File: src/rtl/pxs_demux2.sv
// Frame-synchronous 1:2 demultiplexer for 26-bit {vsync, hsync, RGB} pixel streams.
// Define PXS_DEMUX_FRAMESYNC_EN for frame-synchronous routing; otherwise control routes every cycle.
module pxs_demux2 (
  input  logic        px_clk,
  input  logic        rst,
  input  logic [25:0] RGBStr_i,
  input  logic        control,
  output logic [25:0] RGBStr1_o,
  output logic [25:0] RGBStr2_o,
  output logic        sel_o,
  output logic        pending_o,
  output logic        locked_o
);

  localparam logic [25:0] IDLE_WORD = 26'h0;

`ifdef PXS_DEMUX_FRAMESYNC_EN

  typedef enum logic [1:0] {
    S_WAIT = 2'd0,
    S_R1   = 2'd1,
    S_R2   = 2'd2
  } state_t;

  state_t state;
  state_t state_nxt;
  logic   vs_d;
  logic   frame_start;

  // A vsync already high when reset releases is not a frame start, hence vs_d resets to 1.
  assign frame_start = RGBStr_i[25] & ~vs_d;

  // The route decided in this cycle also applies to this cycle's word, so outputs use state_nxt.
  always_comb begin
    // NOTE: assign a default before any conditional update so no latch is inferred.
    state_nxt = state;
    if (frame_start) state_nxt = control ? S_R2 : S_R1;
  end

  // NOTE: sequential state uses non-blocking assignments only; reset is asynchronous active-high.
  always_ff @(posedge px_clk or posedge rst) begin
    if (rst) begin
      state     <= S_WAIT;
      vs_d      <= 1'b1;
      RGBStr1_o <= IDLE_WORD;
      RGBStr2_o <= IDLE_WORD;
      sel_o     <= 1'b0;
      pending_o <= 1'b0;
      locked_o  <= 1'b0;
    end else begin
      state     <= state_nxt;
      vs_d      <= RGBStr_i[25];
      RGBStr1_o <= (state_nxt == S_R1) ? RGBStr_i : IDLE_WORD;
      RGBStr2_o <= (state_nxt == S_R2) ? RGBStr_i : IDLE_WORD;
      sel_o     <= (state_nxt == S_R2);
      locked_o  <= (state_nxt != S_WAIT);
      // Compared against the route taking effect at this edge, so a completed switch shows no pending.
      pending_o <= (state_nxt != S_WAIT) && (control != (state_nxt == S_R2));
    end
  end

`else

  assign pending_o = 1'b0;

  // NOTE: sequential state uses non-blocking assignments only; reset is asynchronous active-high.
  always_ff @(posedge px_clk or posedge rst) begin
    if (rst) begin
      RGBStr1_o <= IDLE_WORD;
      RGBStr2_o <= IDLE_WORD;
      sel_o     <= 1'b0;
      locked_o  <= 1'b0;
    end else begin
      RGBStr1_o <= control ? IDLE_WORD : RGBStr_i;
      RGBStr2_o <= control ? RGBStr_i : IDLE_WORD;
      sel_o     <= control;
      locked_o  <= 1'b1;
    end
  end

`endif

endmodule

File: config.mk
export PLATFORM = sky130hd
export DESIGN_NAME = pxs_demux2
export DESIGN_NICKNAME = d
export VERILOG_FILES = /design/src/rtl/pxs_demux2.sv
export SDC_FILE = /design/constraint.sdc
export NUM_CORES = 1
export LEC_CHECK = 0
export CORE_MARGIN = 1
export CORE_UTILIZATION = 42
export DETAILED_ROUTE_END_ITERATION = 6
export HOLD_SLACK_MARGIN = 0.08
export MAX_ROUTING_LAYER = met4
export PLACE_DENSITY = 0.84
export SETUP_SLACK_MARGIN = 0.05
export SLEW_MARGIN = 10
export SYNTH_ARGS = -nofsm -noshare
export SYNTH_HDL_FRONTEND = slang
export SYNTH_SLANG_ARGS = --single-unit
File: constraint.sdc
create_clock -name px_clk -period 3.4 [get_ports px_clk]
set_input_delay 0.68 -clock px_clk [delete_from_list [all_inputs] [get_ports px_clk]]
set_output_delay 0.68 -clock px_clk [all_outputs]
set_load 0.01 [all_outputs]
# Word level (Yosys, flattened, before mapping)
# Index checks and enable logic that the tools add are counted.
# Widths: inputs -> output; s select.
word_totals:
  inputBits: 29
  out_inout_bits: 55
  register_bits: 54
  word_cells: 6
op_classes:
  n_mux: 2
op_table:
  columns: ["cell", "n"]
  rows:
  - ["$mux 26", 2]

# Depth between registers and ports, before layout
depth:
  word_depth: 1
  mapped_depth: 2

# Least setup slack after synthesis
# No wires, ideal clock.
synth_timing:
  path_type: "input to register"
  start: "input control"
  end: "register RGBStr2_o[0]"
  arrival_time_ps: 942
  n_path_buf: 1
  path_slack_ps: 2339
  path_stages: 2
  path_cell_list: "buf_2 and2_1"
synth_between:
  elab_chain_len: 1
synth_lines:
  columns: ["element", "line_no", "source"]
  rows:
  - ["from (decl)", "7", "input logic control,"]
  - ["$mux 26", "75", "RGBStr2_o <= control ? RGBStr_i : IDLE_WORD;"]
  - ["to (signal assigned)", "75", null]
  - ["to (decl)", "9", "output logic [25:0] RGBStr2_o,"]
# Every way passes these cells.

# Worst setup path after layout
layout_timing:
  start: "register RGBStr1_o[7]"
  end: "output RGBStr1_o[7]"
layout_lines:
  columns: ["element", "line_no", "source"]
  rows:
  - ["from (decl)", "8", "output logic [25:0] RGBStr1_o,"]
  - ["from (signal assigned)", "74", "RGBStr1_o <= control ? IDLE_WORD : RGBStr_i;"]
# No word-level cell between the ends.

==> flow_summary.json <==
{
  "htreeDepth": 2,
  "drtAntennaViolNets": 0,
  "io_pins": 84,
  "critPathLaunchType": "flip-flop",
  "min_path_type": "in -> reg",
  "cts_hold_buf": 0,
  "drv_cap": 0,
  "rows": 22,
  "first_pass_iters": 2,
  "use_met1": 0.203,
  "tightest_slew_ns": 1.03,
  "yosys.area.top_type": "dfrtp_1",
  "startpoint": "RGBStr1_o[7]$_DFF_PP0_",
  "cts_tree": "done",
  "crit_type": "reg -> out",
  "gp_congestion": 0.703,
  "grt_first_pass_wirelength_mm": 5.17,
  "cts_resized": 0,
  "port_buffers": 82,
  "endpoint": "RGBStr1_o[7]",
  "drc": 0,
  "synthesis.nets": 144,
  "p_int_w": 0.000992,
  "vias": 1069,
  "avgSynthCellArea_um2": 15.0,
  "cts_inserted_buffers": 5,
  "nNetsFinal": 228,
  "crit_buf_inv": 1,
  "clkTransAtPathRegs_ns": 0.09,
  "crit_path_end_kind": "output pin",
  "synthCells": 115,
  "finalCritPeriodShare": 0.549,
  "gr-usage-met2": 0.284,
  "cp.depth": 1,
  "grt_max_degree": 55,
  "finalSetupViolations": 0,
  "grt_pass1_vias": 1070,
  "clkSinkCount": 54,
  "antenna_found_initial": 0,
  "root_buffer": "clkbuf_8",
  "core_area_mm2": 0.00380,
  "n_antenna_cell": 0,
  "hpwl_mm": 2.35,
  "hold_viol": 0,
  "p_leak_nw": 1.19,
  "yosysTopAreaCellShare": 0.785,
  "cp_slowest_cell": "clkdlybuf4s50_1",
  "drive_above_1_share": 0.0450,
  "pwr-share-seq": 0.546,
  "critPathRequiredTime_ns": 2.72,
  "switchingPower_w": 0.000260,
  "detailedRoute.firstIterationViolations": 22,
  "synth-seq-cells": 54,
  "comb_power_share": 0.128,
  "vias_per_cell": 4.31,
  "overflow": 0,
  "max_freq_mhz": 536,
  "critical-path-top-delay-family": "buffers and inverters",
  "cts_max_path_buffers": 2,
  "fin_cells": 248,
  "place_inst": 240,
  "die_x_um": 66,
  "final.setup.tns_ns": 0,
  "die-area_mm2": 0.00436,
  "start_util": 0.453,
  "vdd_drop_max_mv": 0.298,
  "top_usage_layer": "met2",
  "worstPathArrival_ns": 1.19,
  "seq_area_frac_synth": 0.785,
  "grtUsageTotal": 0.174,
  "path_cells": "clkdlybuf4s50_1",
  "syn-cell-area_mm2": 0.00172,
  "wl_per_cell_um": 13.0,
  "fillers": 249,
  "flow.area_growth_from_synthesis_pct": 56.1,
  "post-route-min-period_ns": 1.87,
  "synth_warnings": 0,
  "die_y_um": 66,
  "slew_violations": 0,
  "swShare": 0.208,
  "maxSlewHeadroom": 0.310,
  "rsz0062_at_grt": "no",
  "synth_area_leaders": "dfrtp_1 (79%), and2_1 (9.5%), nor2b_1 (9.5%)",
  "cellPowerDensity_mw_per_mm2": 466,
  "max_stage_delay_ns": 0.54,
  "worstPathMaxFanout": 1,
  "yosysUniqueCellTypes": 8,
  "status": "completed",
  "grtUsageMet3": 0.0259,
  "postCtsSetupRepairBufs": 0,
  "wl_mm": 3.23,
  "pwr-share-clk": 0.326
}
==> synth_stat cells <==
library cell,n
dfrtp_1,54
nor2b_1,26
buf_4,1
inv_1,1
clkbuf_2,2
and2_1,26
conb_1,2
buf_2,3
==> logic make-up after synthesis <==
group         synth area share
simple gates             0.189
other cells            0.00437
buf+inv                 0.0211
flops                    0.785
==> power by group through the flow <==
stage / sequential (W) / clock [W] / combinational [W]
floorplan: 0.000713 / 0 / 0.0000380
global placement: 0.000695 / 0 / 0.000159
detailed placement: 0.000697 / 0 / 0.000163
CTS: 0.000684 / 0.000418 / 0.000164
global route: 0.000687 / 0.000447 / 0.000175
finish: 0.000684 / 0.000408 / 0.000161
==> cell type report <==
type,instances,area [um^2],area share
clock buffer,6,72.6,0.0270
clock inverter,2,37.5,0.0140
inverter,1,3.75,0.00140
multi-input combinational,54,333,0.124
sequential,54,1350,0.503
tap,48,60.1,0.0224
timing repair buffer,83,828,0.308
==> worst min path at each step <==
| stage | from | endpoint | slack [ns] | depth (start not counted) |
|---|---|---|---|---|
| 6_report | RGBStr_i[19] | RGBStr1_o[19]$_DFF_PP0_ | 0.94 | 2 |
| 2_1_floorplan | control | sel_o$_DFF_PP0_ | 0.71 | 0 |
| 4_1_cts | RGBStr_i[19] | RGBStr1_o[19]$_DFF_PP0_ | 0.94 | 2 |
| 5_1_grt | RGBStr_i[24] | RGBStr1_o[24]$_DFF_PP0_ | 0.94 | 2 |
| 3_5_place_dp | RGBStr_i[14] | RGBStr1_o[14]$_DFF_PP0_ | 1.26 | 2 |
| 3_3_place_gp | RGBStr_i[14] | RGBStr1_o[14]$_DFF_PP0_ | 1.25 | 2 |
==> routing by layer <==
metal	routed length, um	share of wire
met2	1580	0.49
met3	207	0.064
met5	0	0
met4	77	0.024
met1	1360	0.42
==> cell usage in the layout, fill, tap and decap left out <==
cell	instances
conb_1	2
bufinv_16	1
nor2b_1	26
dfrtp_1	54
clkbuf_8	5
inv_2	1
clkdlybuf4s50_1	82
buf_4	1
clkinvlp_4	1
and2_1	26
clkbuf_1	1
==> registers in the layout, summed over array words and instances (netlist names) <==
name       count
RGBStr1_o     26
RGBStr2_o     26
locked_o       1
sel_o          1
==> metrics by stage <==
stage          total power [W]  area [um^2]  setup slack (ns)  hold WS (ns)  utilization
6_report               0.00125         2690              1.53         0.944        0.707
5_1_grt                0.00131         2690              1.48         0.940        0.707
4_1_cts                0.00127         2690              1.51         0.936        0.707
3_5_place_dp          0.000860         2580              1.42          1.26        0.678
3_3_place_gp          0.000854         2580              1.48          1.25        0.678
2_1_floorplan         0.000751         1720              1.41         0.711            -
Note: power is estimated with default switching activity, not from simulation.
